`src/rtl/riscv_wb_scoreboard_if.sv`:
```
// Issue/writeback bundle between decode, the hazard scoreboard and the regfile write port.
// The _i/_o suffixes are named from the scoreboard's point of view.
interface riscv_wb_scoreboard_if #(
  parameter int CNT_W = 2
);
  logic             issue_valid_i;
  logic             issue_ready_o;
  logic [4:0]       issue_rs1_i;
  logic [4:0]       issue_rs2_i;
  logic             issue_rs1_use_i;
  logic             issue_rs2_use_i;
  logic [4:0]       issue_rd_i;
  logic             issue_rd_we_i;
  logic             flush_i;
  logic             regwen_o;
  logic [4:0]       wb_addr_o;
  logic             stall_o;
  logic [31:0]      busy_o;
  logic [CNT_W-1:0] inflight_o;
  logic [31:0]      stall_cnt_o;

  modport master (
    output issue_valid_i, issue_rs1_i, issue_rs2_i, issue_rs1_use_i, issue_rs2_use_i,
           issue_rd_i, issue_rd_we_i, flush_i,
    input  issue_ready_o, regwen_o, wb_addr_o, stall_o, busy_o, inflight_o, stall_cnt_o
  );

  modport slave (
    input  issue_valid_i, issue_rs1_i, issue_rs2_i, issue_rs1_use_i, issue_rs2_use_i,
           issue_rd_i, issue_rd_we_i, flush_i,
    output issue_ready_o, regwen_o, wb_addr_o, stall_o, busy_o, inflight_o, stall_cnt_o
  );
endinterface

```
`src/rtl/riscv_wb_scoreboard.sv`:
```
// Regfile hazard scoreboard: fixed-latency writeback shift line, per-register pending
// counters, RAW stall generation and a saturating stall counter.
module riscv_wb_scoreboard #(
  parameter int WB_LAT = 3,
  parameter int CNT_W  = $clog2(WB_LAT+1)
) (
  input  logic                 clk_i,
  input  logic                 rst_i,
  riscv_wb_scoreboard_if.slave sb
);
  localparam int LAST = WB_LAT - 1;

  logic [WB_LAT-1:0]      vld_pipe_q, vld_pipe_d;
  logic [WB_LAT-1:0][4:0] rd_pipe_q, rd_pipe_d;
  logic [31:1][CNT_W-1:0] cnt_q, cnt_d;
  logic [31:1]            inc, dec;
  logic [4:0]             last_addr_q, last_addr_d;
  logic [31:0]            stall_cnt_q, stall_cnt_d;
  logic [31:0]            busy;
  logic [CNT_W-1:0]       inflight;
  logic                   ready, stall, accept, alloc, commit;
  logic [4:0]             commit_rd;

  assign commit    = vld_pipe_q[LAST];
  assign commit_rd = rd_pipe_q[LAST];

  always_comb begin
    busy = '0;
    for (int r = 1; r < 32; r++) busy[r] = |cnt_q[r];
  end

  // x0 never has a pending write, so it needs no explicit exclusion beyond busy[0]=0.
  assign ready  = !((sb.issue_rs1_use_i && sb.issue_rs1_i != 5'd0 && busy[sb.issue_rs1_i]) ||
                    (sb.issue_rs2_use_i && sb.issue_rs2_i != 5'd0 && busy[sb.issue_rs2_i]));
  assign stall  = sb.issue_valid_i && !ready;
  assign accept = sb.issue_valid_i && ready && !sb.flush_i;
  assign alloc  = accept && sb.issue_rd_we_i && sb.issue_rd_i != 5'd0;

  // Flush only kills younger stages; the commit stage leaves the line this edge anyway.
  always_comb begin
    vld_pipe_d    = '0;
    rd_pipe_d     = rd_pipe_q;
    vld_pipe_d[0] = alloc;
    rd_pipe_d[0]  = sb.issue_rd_i;
    for (int i = 1; i < WB_LAT; i++) begin
      vld_pipe_d[i] = vld_pipe_q[i-1] && !sb.flush_i;
      rd_pipe_d[i]  = rd_pipe_q[i-1];
    end
  end

  always_comb begin
    inc   = '0;
    dec   = '0;
    cnt_d = cnt_q;
    for (int r = 1; r < 32; r++) begin
      inc[r] = alloc  && sb.issue_rd_i == 5'(r);
      dec[r] = commit && commit_rd     == 5'(r);
      if (sb.flush_i)              cnt_d[r] = '0;
      else if (inc[r] && !dec[r])  cnt_d[r] = cnt_q[r] + CNT_W'(1);
      else if (dec[r] && !inc[r])  cnt_d[r] = cnt_q[r] - CNT_W'(1);
    end
  end

  always_comb begin
    inflight = '0;
    for (int i = 0; i < WB_LAT; i++) inflight = inflight + CNT_W'(vld_pipe_q[i]);
  end

  assign last_addr_d = commit ? commit_rd : last_addr_q;
  assign stall_cnt_d = stall_cnt_q + {31'd0, stall && !(&stall_cnt_q)};

  always_ff @(posedge clk_i or posedge rst_i) begin
    if (rst_i) begin
      vld_pipe_q  <= '0;
      rd_pipe_q   <= '0;
      cnt_q       <= '0;
      last_addr_q <= '0;
      stall_cnt_q <= '0;
    end else begin
      vld_pipe_q  <= vld_pipe_d;
      rd_pipe_q   <= rd_pipe_d;
      cnt_q       <= cnt_d;
      last_addr_q <= last_addr_d;
      stall_cnt_q <= stall_cnt_d;
    end
  end

  assign sb.issue_ready_o = ready;
  assign sb.stall_o       = stall;
  assign sb.regwen_o      = commit;
  assign sb.wb_addr_o     = last_addr_d;
  assign sb.busy_o        = busy;
  assign sb.inflight_o    = inflight;
  assign sb.stall_cnt_o   = stall_cnt_q;

  // A register can have at most WB_LAT writes in flight; anything else is a tracking bug.
  for (genvar r = 1; r < 32; r++) begin : g_cnt_chk
    assert property (@(posedge clk_i) disable iff (rst_i)
      !(inc[r] && !dec[r] && !sb.flush_i && cnt_q[r] == CNT_W'(WB_LAT)));
    assert property (@(posedge clk_i) disable iff (rst_i)
      !(dec[r] && !inc[r] && !sb.flush_i && cnt_q[r] == '0));
  end
endmodule

```
`src/flat_wrapper.sv`:
```
// flat-port wrapper written by rule: the top's interface ports become plain ports
module riscv_wb_scoreboard_flat 
#(
  parameter int WB_LAT = 3,
  parameter int CNT_W  = $clog2(WB_LAT+1)
)
  (clk_i, rst_i, sb_issue_valid_i, sb_issue_rs1_i, sb_issue_rs2_i, sb_issue_rs1_use_i, sb_issue_rs2_use_i, sb_issue_rd_i, sb_issue_rd_we_i, sb_flush_i, sb_issue_ready_o, sb_regwen_o, sb_wb_addr_o, sb_stall_o, sb_busy_o, sb_inflight_o, sb_stall_cnt_o);
  riscv_wb_scoreboard_if #(.CNT_W(CNT_W)) sb_i ();
  input  logic clk_i;
  input  logic rst_i;
  input wire logic [$bits(sb_i.issue_valid_i)-1:0] sb_issue_valid_i;
  input wire logic [$bits(sb_i.issue_rs1_i)-1:0] sb_issue_rs1_i;
  input wire logic [$bits(sb_i.issue_rs2_i)-1:0] sb_issue_rs2_i;
  input wire logic [$bits(sb_i.issue_rs1_use_i)-1:0] sb_issue_rs1_use_i;
  input wire logic [$bits(sb_i.issue_rs2_use_i)-1:0] sb_issue_rs2_use_i;
  input wire logic [$bits(sb_i.issue_rd_i)-1:0] sb_issue_rd_i;
  input wire logic [$bits(sb_i.issue_rd_we_i)-1:0] sb_issue_rd_we_i;
  input wire logic [$bits(sb_i.flush_i)-1:0] sb_flush_i;
  output wire logic [$bits(sb_i.issue_ready_o)-1:0] sb_issue_ready_o;
  output wire logic [$bits(sb_i.regwen_o)-1:0] sb_regwen_o;
  output wire logic [$bits(sb_i.wb_addr_o)-1:0] sb_wb_addr_o;
  output wire logic [$bits(sb_i.stall_o)-1:0] sb_stall_o;
  output wire logic [$bits(sb_i.busy_o)-1:0] sb_busy_o;
  output wire logic [$bits(sb_i.inflight_o)-1:0] sb_inflight_o;
  output wire logic [$bits(sb_i.stall_cnt_o)-1:0] sb_stall_cnt_o;
  assign sb_i.issue_valid_i = sb_issue_valid_i;
  assign sb_i.issue_rs1_i = sb_issue_rs1_i;
  assign sb_i.issue_rs2_i = sb_issue_rs2_i;
  assign sb_i.issue_rs1_use_i = sb_issue_rs1_use_i;
  assign sb_i.issue_rs2_use_i = sb_issue_rs2_use_i;
  assign sb_i.issue_rd_i = sb_issue_rd_i;
  assign sb_i.issue_rd_we_i = sb_issue_rd_we_i;
  assign sb_i.flush_i = sb_flush_i;
  assign sb_issue_ready_o = sb_i.issue_ready_o;
  assign sb_regwen_o = sb_i.regwen_o;
  assign sb_wb_addr_o = sb_i.wb_addr_o;
  assign sb_stall_o = sb_i.stall_o;
  assign sb_busy_o = sb_i.busy_o;
  assign sb_inflight_o = sb_i.inflight_o;
  assign sb_stall_cnt_o = sb_i.stall_cnt_o;
  riscv_wb_scoreboard #(.WB_LAT(WB_LAT), .CNT_W(CNT_W)) u_core (.clk_i(clk_i), .rst_i(rst_i), .sb(sb_i));
endmodule
```
`config.mk`:
```
export PLATFORM = sky130hd
export DESIGN_NAME = riscv_wb_scoreboard_flat
export DESIGN_NICKNAME = d
export VERILOG_FILES = /design/src/rtl/riscv_wb_scoreboard_if.sv /design/src/rtl/riscv_wb_scoreboard.sv /design/src/flat_wrapper.sv
export SDC_FILE = /design/constraint.sdc
export NUM_CORES = 1
export LEC_CHECK = 0
export BUFFER_PORTS_ARGS = -buffer_cell sky130_fd_sc_hd__buf_2
export CAP_MARGIN = 20
export CORE_UTILIZATION = 43
export CTS_BUF_LIST = sky130_fd_sc_hd__clkbuf_2 sky130_fd_sc_hd__clkbuf_4 sky130_fd_sc_hd__clkbuf_8
export DETAILED_ROUTE_END_ITERATION = 10
export GPL_TIMING_DRIVEN = 0
export REMOVE_ABC_BUFFERS = 1
export SLEW_MARGIN = 20
export SYNTH_ARGS = -nofsm -noshare
export SYNTH_HDL_FRONTEND = slang
export SYNTH_SLANG_ARGS = --single-unit
```
`constraint.sdc`:
```
create_clock -name clk_i -period 4.8 [get_ports clk_i]
set_input_delay 0.96 -clock clk_i [delete_from_list [all_inputs] [get_ports clk_i]]
set_output_delay 0.96 -clock clk_i [all_outputs]
set_load 0.01 [all_outputs]
```
==> results of run 1 <==
==> cell usage after synthesis, drive strengths merged, types with 8 or more instances <==
library cell / instances / area share (%)
nand3: 33 / 2.4
clkbuf: 21 / 1.2
nand4: 8 / 0.95
mux2i: 32 / 4.7
nor2b: 33 / 3.0
or2: 29 / 2.6
inv: 27 / 1.5
xnor2: 53 / 6.8
xor2: 22 / 2.8
nor2: 131 / 7.2
a21oi: 9 / 0.66
mux2: 23 / 3.8
buf: 9 / 0.78
nand2: 67 / 3.7
dfrtp: 117 / 43
and2: 26 / 2.4
nor3b: 10 / 1.3
o21ai: 9 / 0.66
and3: 15 / 1.4
nor3: 33 / 2.4
==> path summary, 6_finish.rpt <==
| kind | to | slack (ns) |
|---|---|---|
| min in group asynchronous | u_core.cnt_q[21] | 0.55 |
| setup / recovery | u_core.sb.stall_cnt_o[28] | 0.31 |
| hold reg to reg | u_core.commit_rd[3] | 0.35 |
| max in group asynchronous | u_core.cnt_q[35] | 3.55 |
| setup reg to reg | u_core.sb.stall_cnt_o[28] | 0.54 |
| hold / removal | u_core.commit_rd[3] | 0.35 |
==> logic make-up (layout without fill, tap and decap cells) <==
kind of cell | count (synthesis) | in the layout | synth area share, %
and+or+nand+nor | 406 | 407 | 29.7
DFF | 117 | 117 | 42.7
xor gates and xnor gates | 75 | 75 | 9.58
muxes | 62 | 62 | 10.7
buffers and inverters | 57 | 158 | 3.43
AOI/OAI and AO/OA | 33 | 33 | 3.16
adders and majority gates | 3 | 3 | 0.657
other | 1 | 1 | 0.0547
==> power breakdown <==
group          leakage (nW)  switching (mW)  internal, mW  total [mW]
logic                  2.20           0.155        0.0838       0.239
registers              1.58          0.0319          1.02        1.06
clock network         0.215           0.472         0.534        1.01
==> per-layer routing <==
metal,GRT usage [%],routed length [um],vias up,share of wire [%]
li1,-,-,2702,-
met1,30.9,8080,2831,44
met2,39.2,8930,178,48
met3,5.51,1010,32,5.5
met4,10.1,422,0,2.3
met5,0,0,-,0
==> sequential cells by signal (all words and copies together), names as in the netlist <==
name                   count
u_core.rd_pipe_d          10
u_core.vld_pipe_q          3
u_core.cnt_q              62
u_core.sb.stall_cnt_o     32
u_core.commit_rd           5
u_core.last_addr_q         5
==> placed cells by master (no fill, tap or decap), types with 9 or more instances in the layout <==
cell / netlist / layout
and3_1: 15 / 15
nor3b_1: 9 / 9
or2_2: 23 / 23
xnor2_1: 53 / 53
buf_2: 4 / 92
o21ai_0: 9 / 9
clkbuf_8: 0 / 17
nor2b_1: 33 / 31
nand3_1: 33 / 33
dfrtp_1: 117 / 117
and2_1: 26 / 26
inv_1: 27 / 26
mux2i_1: 32 / 32
nand2_1: 67 / 67
a21oi_1: 9 / 9
nor2_1: 131 / 129
nor3_1: 33 / 33
mux2_1: 16 / 16
xor2_1: 22 / 22
==> critical path: stages <==
cell,delay (ns)
clkbuf_4,0.26
mux2_2,0.38
mux4_2,0.54
nand4b_2,0.15
nand4_4,0.20
nor3b_4,0.58
nor2b_1,0.15
a21boi_0,0.16
ha_1,0.21
ha_1,0.21
nand3_1,0.17
nor2_4,0.08
and2_1,0.19
nor2b_2,0.18
nand2_1,0.16
nor3_1,0.08
xor2_1,0.14
==> layout make-up <==
class,instances,area share (%)
sequential,117,36.6
clock buffer,18,3.02
multi-input combinational,581,46.6
timing repair buffer,99,6.91
clock inverter,14,2.34
inverter,27,1.33
tap,211,3.30
==> per-stage QoR <==
stage               utilization [%]  hold WS (ns)  power (mW)
floorplan                         -         0.331        1.18
global placement               48.5         0.331        1.30
detailed placement             48.9         0.335        1.31
CTS                            51.9         0.351        2.31
global route                   52.1         0.361        2.39
finish                         52.1         0.352        2.30
==> what timing repair did <==
action	in CTS	in global routing
endpoints found under the hold margin	0	0
cloned	1	0
buffers inserted	1	2
resized for setup	2	5
endpoints found under the setup margin	12	11
pin swaps	2	1
==> key figures, run 1 <==
Run status
  – Status: finished, final reports clean

Logic synthesis
  – Unique masters post-synth: 55
  – Syn Inst Count: 754
  – Post-synth top flop: dfrtp_1
  – Syn Area/Cell: 9.10 um^2
  – Count of flip-flops with a built-in enable after synthesis: 0
  – Netlist Area Pre-Place: 6860 um^2
  – Register area share after synthesis: 42.7%
  – Warnings, synthesis: 0
  – Post-synthesis async set-or-reset flop share: 100%
  – #FFs+latches synth: 117

Floorplanning
  – Chip width: 128 um
  – # IOs: 96
  – Height of the die: 128 um
  – Die area: 16,500 um^2
  – Core area: 15,400 um^2
  – Num rows: 45
  – Starting Density: 44.6%

Layout
  – P&R area growth vs syn: 16.8%
  – Share of cells above drive strength 1: 21.0%
  – Final cell count without fillers: 1,067
  – Nets: 868
  – Multi-input gate area: 3730 um^2
  – Sequential Area: 2930 um^2
  – FILL cells: 1,428
  – Final instance area: 8010 um^2
  – Diode count: 0

Place
  – IO Port Bufs: 94
  – Dpl hpwl: 13.0 mm
  – Final Wtd Congestion: 0.830
  – Area after DPL: 7520 um^2
  – Setup WS pre-CTS: -0.755 ns
  – Placed Cells: 1,031

Timing
  – TNS Setup: 0 ns
  – Setup ws final: 0.313 ns
  – Max-slew violations: 0
  – Count of final setup violators: 0
  – Max Freq: 223 MHz
  – RSZ-0062 raised after global routing: no
  – Max_slew headroom: 21.8%
  – Setup Skew: 0.0224 ns
  – Post-layout minimum cycle time: 4.49 ns
  – Final hold violation count: 0
  – Least-Margin Pin Slew: 1.16 ns
  – Fin crit share: 93.5%

Critical path
  – Reg-to-Reg Start: u_core.cnt_q[43]
  – CP Launch Type: input pin
  – Worst EP arrival: 4.81 ns
  – WP data required: 5.12 ns
  – CP endpoint kind: register
  – Worst setup startpoint: sb_issue_rs1_i[0]
  – Crit Path Max Fanout: 16
  – R2R cell count: 17
  – Kind of critical path: input pin to register

Global routing
  – Total gr overflow: 0
  – Antenna violations before repair: 0
  – Total track usage: 24.1%
  – Vias in the first global route: 5,876
  – Largest net degree at the start of global routing: 68
  – First-pass GRT wire length: 30.0 mm

Drt
  – TritonRoute pass-1 iters: 5
  – Via count: 5,743
  – Total Routed Length: 18.4 mm
  – Vias per cell: 5.38
  – Antenna Violating Nets Remaining: 0
  – DRC viols: 0
  – WL per Instance: 17.3 um
  – Initial DRC count: 344

Min path
  – Hold_sp: u_core.rd_pipe_d[13]
  – Hold crit path type: register to register
  – Worst Hold Depth: 0

Power and ir drop
  – Power per cell area: 287 nW/um^2
  – Peak supply drop: 0.000168 V
  – Leakage power: 3.99 nW

Clock tree
  – Num CTS Buffers: 17
  – H-tree levels: 4
  – CTS tree: done
  – Sink Count: 117
  – Hold buffers post-CTS: 0
  – Root buffer cell: clkbuf_8
  – Clk Latency, worst-skew pair: 0.46 ns
  – CTS clk-pin slew, worst paths: 0.07 ns
  – Clock buffer depth: 2

Flow run
  – Maxcap violations: 0
Power figures use the tool's default switching activity.
==> inputs of run 2 (changes only) <==
--- a/config.mk
+++ b/config.mk
@@ -7,7 +7,8 @@
 export LEC_CHECK = 0
 export BUFFER_PORTS_ARGS = -buffer_cell sky130_fd_sc_hd__buf_2
 export CAP_MARGIN = 20
-export CORE_UTILIZATION = 43
+export CORE_ASPECT_RATIO = 0.7
+export CORE_UTILIZATION = 35
 export CTS_BUF_LIST = sky130_fd_sc_hd__clkbuf_2 sky130_fd_sc_hd__clkbuf_4 sky130_fd_sc_hd__clkbuf_8
 export DETAILED_ROUTE_END_ITERATION = 10
 export GPL_TIMING_DRIVEN = 0
==> run 2 against run 1 <==
  * Die area grew 23%
  * Setup slack lost 0.074 ns
  * Combinational power shrank 3%
  * Final area grew 1.3%
  * First-iteration DRC count grew 48%
  * Power grew 4.6%
  * Count of clock-buffer cells in the layout grew 4
  * Core utilization shrank 9.5 points
  * Via count shrank 3.9%
  * Critical endpoint is now u_core.sb.stall_cnt_o[29]
  * Clock power grew 11%
  * Register-to-register slack lost 0.10 ns
  * Clock skew shrank 0.0066 ns
  * Highest routed layer unchanged
==> key figures, run 2 (synthesis results as in run 1) <==
Clock tree
  – CTS tree: done
  – H-tree levels: 4 (unchanged)
  – Clk Latency, worst-skew pair: 0.44 ns (-0.02 ns)
  – Hold buffers post-CTS: 0 (unchanged)
  – Num CTS Buffers: 17 (unchanged)
  – Sink Count: 117 (unchanged)
  – Clock buffer depth: 2 (unchanged)
  – CTS clk-pin slew, worst paths: 0.06 ns (about the same)
  – Root buffer cell: clkbuf_8

Layout
  – Share of cells above drive strength 1: 20.9% (-0.16 points)
  – Most common cell after layout, fill and taps aside: nor2_1
  – Diode count: 0 (unchanged)
  – Final cell count without fillers: 1,117 (+4.7%)
  – Biggest register: u_core.cnt_q
  – Nets: 866 (-0.23%)
  – P&R area growth vs syn: 18.3%
  – Commonest cells after routing, fill and taps aside: nor2_1, dfrtp_1, buf_2
  – Max reg flops: 62 (unchanged)

Place
  – Dpl hpwl: 12.9 mm (-1.2%)
  – Placed Cells: 1,084 (+5.1%)
  – Final Wtd Congestion: 0.844 (+1.6%)
  – IO Port Bufs: 94 (unchanged)

Global routing
  – Largest net degree at the start of global routing: 72 (+5.9%)
  – Total track usage: 18.8% (-5.3 points)
  – Vias in the first global route: 5,091 (-13%)
  – First-pass GRT wire length: 28.6 mm (-4.4%)
  – Total gr overflow: 0 (unchanged)
  – Antenna violations before repair: 0 (unchanged)

Floorplanning
  – Chip width: 169 um (+32%)
  – # IOs: 96 (unchanged)
  – Height of the die: 119 um (-7.2%)
  – Starting Density: 36.1% (-8.6 points)
  – Num rows: 42 (-6.7%)
  – Die area: 20,200 um^2 (+23%)
  – Core area: 19,000 um^2 (+24%)

Drt
  – DRC viols: 0 (unchanged)
  – WL per Instance: 16.1 um (-6.7%)
  – Initial DRC count: 510 (+48%)
  – Via count: 5,520 (-3.9%)
  – Total Routed Length: 18.0 mm (-2.3%)
  – Vias per cell: 4.94 (-8.2%)
  – TritonRoute pass-1 iters: 6 (+1)
  – Antenna Violating Nets Remaining: 0 (unchanged)

Timing
  – Count of final setup violators: 0 (unchanged)
  – WHS: 0.345 ns (-0.00743 ns)
  – Max_slew headroom: 36.0% (+14 points)
  – Max-slew violations: 0 (unchanged)
  – Max Freq: 219 MHz (-1.6%)
  – Setup Skew: 0.0158 ns (-0.00659 ns)
  – Post-layout minimum cycle time: 4.56 ns (+0.0744 ns)
  – Least-Margin Pin Slew: 0.946 ns (-0.211 ns)
  – RSZ-0062 raised after global routing: no
  – Final hold violation count: 0 (unchanged)
  – TNS Setup: 0 ns (unchanged)
  – Fin crit share: 95.0% (+1.6 points)

Critical path
  – Crit Path Max Fanout: 16 (unchanged)
  – WP data required: 5.11 ns (about the same)
  – Worst EP arrival: 4.87 ns (+0.06 ns)
  – CP Launch Type: input pin
  – CP endpoint kind: register
  – Kind of critical path: input pin to register

Power and ir drop
  – Power share of the clock group: 46.4% (+2.7 points)
  – Sw frac: 24.7% (-3.9 points)
  – Peak supply drop: 0.000145 V (-14%)
  – Sequential power share: 43.9% (-2.0 points)
  – Comb pwr share: 9.6% (-0.8 points)
  – Power per cell area: 297 nW/um^2 (+3.3%)
  – Leakage power: 4.00 nW (+0.31%)
  – Int Power: 1.81 mW (+10%)
  – Net switching power: 0.595 mW (-9.6%)
  – Overall power: 2.41 mW (+4.6%)

Run status
  – Status: finished, final reports clean

Min path
  – Hold crit path type: register to register

Flow run
  – Maxcap violations: 0 (unchanged)
-- run 2: through the flow --
step                      worst slack (ns)  area, um^2  utilization [%]
final                                0.239        8110             42.6
after global routing                0.0577        8110             42.6
after CTS                           0.0216        8080             42.5
after detailed placement            -0.783        7590             39.9
after global placement              -0.952        7530             39.6
after floorplan                      0.437        6730                -
-- run 2: metal layers --
metal  GRT usage, %  wire length, um  part of all wire [%]  vias up
met4           4.50              132                  0.73        0
li1               -                -                     -     2688
met3           4.19             1090                   6.0       11
met1           29.4             9440                    52     2665
met5              0                0                     0        -
met2           25.5             7360                    41      156
-- run 2: worst max-delay path, stage by stage --
cell and delay, ns:
buf_4 0.24, mux2_2 0.37, mux4_2 0.54, nand4b_2 0.15, nand4_4 0.27, nor3b_4 0.61
nor2b_2 0.11, a21boi_0 0.15, ha_1 0.21, nand3_1 0.17, nor2_4 0.09, and2_1 0.17
and4_1 0.24, nor2b_2 0.19, nand2_1 0.15, nor3_1 0.08, xor2_1 0.14
-- run 2: timing repair --
item,4_1_cts,5_1_grt
gates cloned,0,1
setup endpoints to repair,11,9
gates resized for setup,3,6
pin swaps,1,2
buffers inserted,1,0
-- run 2: final cells by class --
cell class	instances	area, um^2
Fill cell	1946	10900
Multi-Input combinational cell	581	3730
Sequential cell	117	2930
Timing Repair Buffer	97	538
Tap cell	264	330
Clock buffer	22	278
Clock inverter	9	200
Inverter	27	106
-- run 2: power groups by stage --
stage | Clock (mW) | Sequential [mW] | Combinational, mW
6_report | 1.12 | 1.06 | 0.232
5_1_grt | 1.19 | 1.06 | 0.254
4_1_cts | 1.14 | 1.06 | 0.228
3_5_place_dp | 0 | 1.08 | 0.225
3_3_place_gp | 0 | 1.08 | 0.216
2_1_floorplan | 0 | 1.08 | 0.106
-- run 2: path summary, 6_finish.rpt --
kind	from	end	slack, ns	cells past startpoint
max in group asynchronous	rst_i	u_core.last_addr_q[2]	3.53	3
worst max-delay path	sb_issue_rs1_i[0]	u_core.sb.stall_cnt_o[29]	0.24	17
worst min-delay path	u_core.rd_pipe_d[13]	u_core.commit_rd[3]	0.34	0
worst min register to register	u_core.rd_pipe_d[13]	u_core.commit_rd[3]	0.34	0
worst max register to register	u_core.cnt_q[45]	u_core.sb.stall_cnt_o[29]	0.44	17
min in group asynchronous	rst_i	u_core.cnt_q[16]	0.55	2
==> inputs of run 3 (changes only) <==
--- a/config.mk
+++ b/config.mk
@@ -5,6 +5,7 @@
 export SDC_FILE = /design/constraint.sdc
 export NUM_CORES = 1
 export LEC_CHECK = 0
+export ABC_AREA = 1
 export BUFFER_PORTS_ARGS = -buffer_cell sky130_fd_sc_hd__buf_2
 export CAP_MARGIN = 20
 export CORE_ASPECT_RATIO = 0.7
==> run 3 against run 2 <==
  * Core utilization decreased by 1.7 points
  * Synthesized cell count is 58% higher
  * Power rose by 13%
  * Die area up 13%
  * Setup slack gained 0.21 ns
  * Hold slack better by 0.00079 ns
  * Routed wire length increased by 22%
  * Final area increased by 9.7%
  * First-iteration DRC count is 38% higher
  * Critical endpoint is now u_core.sb.stall_cnt_o[26]
==> key figures, run 3 <==
Floorplanning
  – Core area: 21,700 um^2 (+14%)
  – # IOs: 96 (unchanged)
  – Num rows: 45 (+7.1%)
  – Height of the die: 127 um (+6.3%)
  – Die area: 22,800 um^2 (+13%)
  – Starting Density: 35.7% (-0.32 points)
  – Chip width: 180 um (+6.3%)

Drt
  – Initial DRC count: 702 (+38%)
  – DRC viols: 0 (unchanged)
  – Via count: 7,647 (+39%)
  – Antenna Violating Nets Remaining: 0 (unchanged)
  – TritonRoute pass-1 iters: 6 (unchanged)
  – Vias per cell: 4.86 (-1.6%)
  – WL per Instance: 14.0 um (-13%)
  – Total Routed Length: 22.0 mm (+22%)

Logic synthesis
  – Top post-synthesis cells by area: dfrtp_1, nand2_1, nor2_1
  – Register area share after synthesis: 37.7% (-5.0 points)
  – Unique masters post-synth: 33 (-40%)
  – Warnings, synthesis: 0 (unchanged)
  – Netlist Area Pre-Place: 7770 um^2 (+13%)
  – Syn Area/Cell: 6.52 um^2 (-28%)
  – Synth top area share: 37.7% (-5.0 points)
  – Post-synth top flop: dfrtp_1
  – Largest area contributor in the netlist: dfrtp_1
  – Synth cell count leaders: nand2_1, nor2_1, inv_1
  – Most frequent cell after synthesis: nand2_1
  – #FFs+latches synth: 117 (unchanged)
  – Count of flip-flops with a built-in enable after synthesis: 0 (unchanged)
  – Post-synthesis async set-or-reset flop share: 100% (unchanged)
  – Syn Inst Count: 1,192 (+58%)

Run status
  – Status: finished, final reports clean

Clock tree
  – Hold buffers post-CTS: 0 (unchanged)
  – Num CTS Buffers: 17 (unchanged)
  – Root buffer cell: clkbuf_8
  – CTS clk-pin slew, worst paths: 0.08 ns (+0.02 ns)
  – Sink Count: 117 (unchanged)
  – CTS tree: done
  – Post_cts resized: 0 (-3)
  – H-tree levels: 4 (unchanged)
  – Setup bufs post-CTS: 0 (-1)
  – Clk Latency, worst-skew pair: 0.46 ns (+0.02 ns)
  – Clock buffer depth: 2 (unchanged)

Place
  – Final Wtd Congestion: 0.890 (+5.5%)
  – Placed Cells: 1,541 (+42%)
  – IO Port Bufs: 94 (unchanged)
  – Area after DPL: 8510 um^2 (+12%)
  – Dpl hpwl: 16.5 mm (+28%)

Critical path
  – Reg-to-Reg Start: u_core.cnt_q[16]
  – Worst EP arrival: 4.69 ns (-0.18 ns)
  – CP Launch Type: input pin
  – CP dominant cell by count: nand2_1
  – Kind of critical path: input pin to register
  – Reg2reg end: u_core.sb.stall_cnt_o[26]
  – Crit Path Max Fanout: 15 (-1)
  – CP max-delay cell: nor3_1
  – CP peak stage delay: 0.34 ns (-0.27 ns)
  – CP endpoint kind: register
  – Worst setup startpoint: sb_issue_rs2_i[0]
  – WP data required: 5.14 ns (+0.03 ns)
  – R2R cell count: 22 (+5)
  – R2R Setup Slk: 0.91 ns (+0.47 ns)
  – Worst-path cell chain: buf_2 -> inv_2 -> nor2_1 -> nand2_1 -> nand2_1 -> nand2_1 -> nand3_1 -> nand2_1 -> nand2_1 -> nand3_2 -> nand2_4 -> nand2_1 -> a31oi_1 -> ha_1 -> ha_1 -> nand2_1 -> nor2_1 -> inv_1 -> nor3_1 -> nand4_1 -> nor2_1 -> nand2_1 -> xnor2_1

Power and ir drop
  – Comb pwr share: 22.5% (+13 points)
  – Int Power: 1.78 mW (-1.6%)
  – Sequential power share: 43.1% (-0.8 points)
  – Peak supply drop: 0.000164 V (+13%)
  – Leakage power: 4.77 nW (+19%)
  – Sw frac: 34.4% (+9.7 points)
  – Power share of the clock group: 34.5% (-12 points)
  – Power per cell area: 305 nW/um^2 (+2.9%)
  – Net switching power: 0.935 mW (+57%)

Timing
  – Setup Skew: 0.0127 ns (-0.00315 ns)
  – Post-layout minimum cycle time: 4.35 ns (-0.214 ns)
  – Count of final setup violators: 0 (unchanged)
  – TNS Setup: 0 ns (unchanged)
  – Fin crit share: 90.6% (-4.5 points)
  – RSZ-0062 raised after global routing: no
  – Max-slew violations: 0 (unchanged)
  – Least-Margin Pin Slew: 0.806 ns (-0.140 ns)
  – Max Freq: 230 MHz (+4.9%)
  – Final hold violation count: 0 (unchanged)
  – Max_slew headroom: 46.3% (+10 points)
  – WHS: 0.346 ns (+0.000794 ns)

Min path
  – WHS Endpoint: u_core.commit_rd[2]
  – Hold_sp: u_core.rd_pipe_d[12]
  – Hold crit path type: register to register
  – Worst Hold Depth: 0 (unchanged)

Layout
  – P&R area growth vs syn: 14.6%
  – Final cell count without fillers: 1,573 (+41%)
  – FILL cells: 2,281 (+17%)
  – Nets: 1,303 (+50%)
  – Biggest register: u_core.cnt_q
  – Utilization after layout: 41.0% (-1.7 points)
  – Share of cells above drive strength 1: 14.3% (-6.5 points)
  – Commonest cells after routing, fill and taps aside: nand2_1, nor2_1, inv_1
  – Max reg flops: 62 (unchanged)
  – Final instance area: 8900 um^2 (+9.7%)
  – Most common cell after layout, fill and taps aside: nand2_1
  – Diode count: 0 (unchanged)

Global routing
  – First-pass GRT wire length: 36.0 mm (+26%)
  – Antenna violations before repair: 0 (unchanged)
  – Total track usage: 20.2% (+1.4 points)
  – Vias in the first global route: 6,860 (+35%)
  – Total gr overflow: 0 (unchanged)
  – Largest net degree at the start of global routing: 74 (+2.8%)

Flow run
  – Maxcap violations: 0 (unchanged)
==> run 3: layout make-up <==
cell class | instances | area, um^2 | area share, %
repair buffers | 96 | 526 | 5.90
clock inverters | 12 | 129 | 1.45
clock buffers | 20 | 269 | 3.02
inverters | 156 | 593 | 6.66
multi-input cells | 890 | 4110 | 46.1
well taps | 282 | 353 | 3.96
flip-flops and latches | 117 | 2930 | 32.9
==> run 3: through the flow <==
| stage | setup slack, ns | total power, mW |
|---|---|---|
| after global routing | 0.132 | 2.88 |
| final | 0.453 | 2.72 |
| after global placement | -1.28 | 1.78 |
| after detailed placement | 0.00344 | 1.80 |
| after floorplan | 0.546 | 1.55 |
| after CTS | 0.516 | 2.75 |
==> run 3: how the worst max path moves through the flow <==
stage	end	depth (start not counted)
floorplan	u_core.cnt_q[28]	8
global placement	u_core.cnt_q[28]	8
detailed placement	u_core.sb.stall_cnt_o[26]	23
CTS	u_core.sb.stall_cnt_o[26]	23
global route	u_core.sb.stall_cnt_o[26]	23
finish	u_core.sb.stall_cnt_o[26]	23
==> run 3: layer usage <==
metal | up-vias | GRT usage [%] | part of all wire, %
met5 | - | 0 | 0
met4 | 0 | 4.83 | 0.72
met3 | 10 | 4.97 | 6.1
met2 | 200 | 29.0 | 41
met1 | 3527 | 30.1 | 52
li1 | 3910 | - | -
==> run 3: critical path: cells and delay by family <==
family	cells	cell delay [ns]
adder cells (fa/ha/maj)	2	0.38
XOR/XNOR	1	0.13
AO/OA/AOI/OAI	1	0.17
buffers and inverters	3	0.58
AND/OR/NAND/NOR	16	2.47
==> run 3: cell families after synthesis <==
logic type | count (synthesis) | synth area share [%]
fa+ha+maj | 3 | 0.580
other cells | 1 | 0.0483
compound gates | 25 | 1.72
flops | 117 | 37.7
buf+inv | 185 | 9.42
xor+xnor | 37 | 4.17
simple gates | 824 | 46.4
==> run 3: power by group through the flow <==
| stage | registers [mW] | logic, mW | clock network (mW) |
|---|---|---|---|
| finish | 1.17 | 0.610 | 0.937 |
| global route | 1.19 | 0.689 | 1.01 |
| CTS | 1.17 | 0.613 | 0.966 |
| detailed placement | 1.18 | 0.612 | 0 |
| global placement | 1.19 | 0.598 | 0 |
| floorplan | 1.18 | 0.370 | 0 |
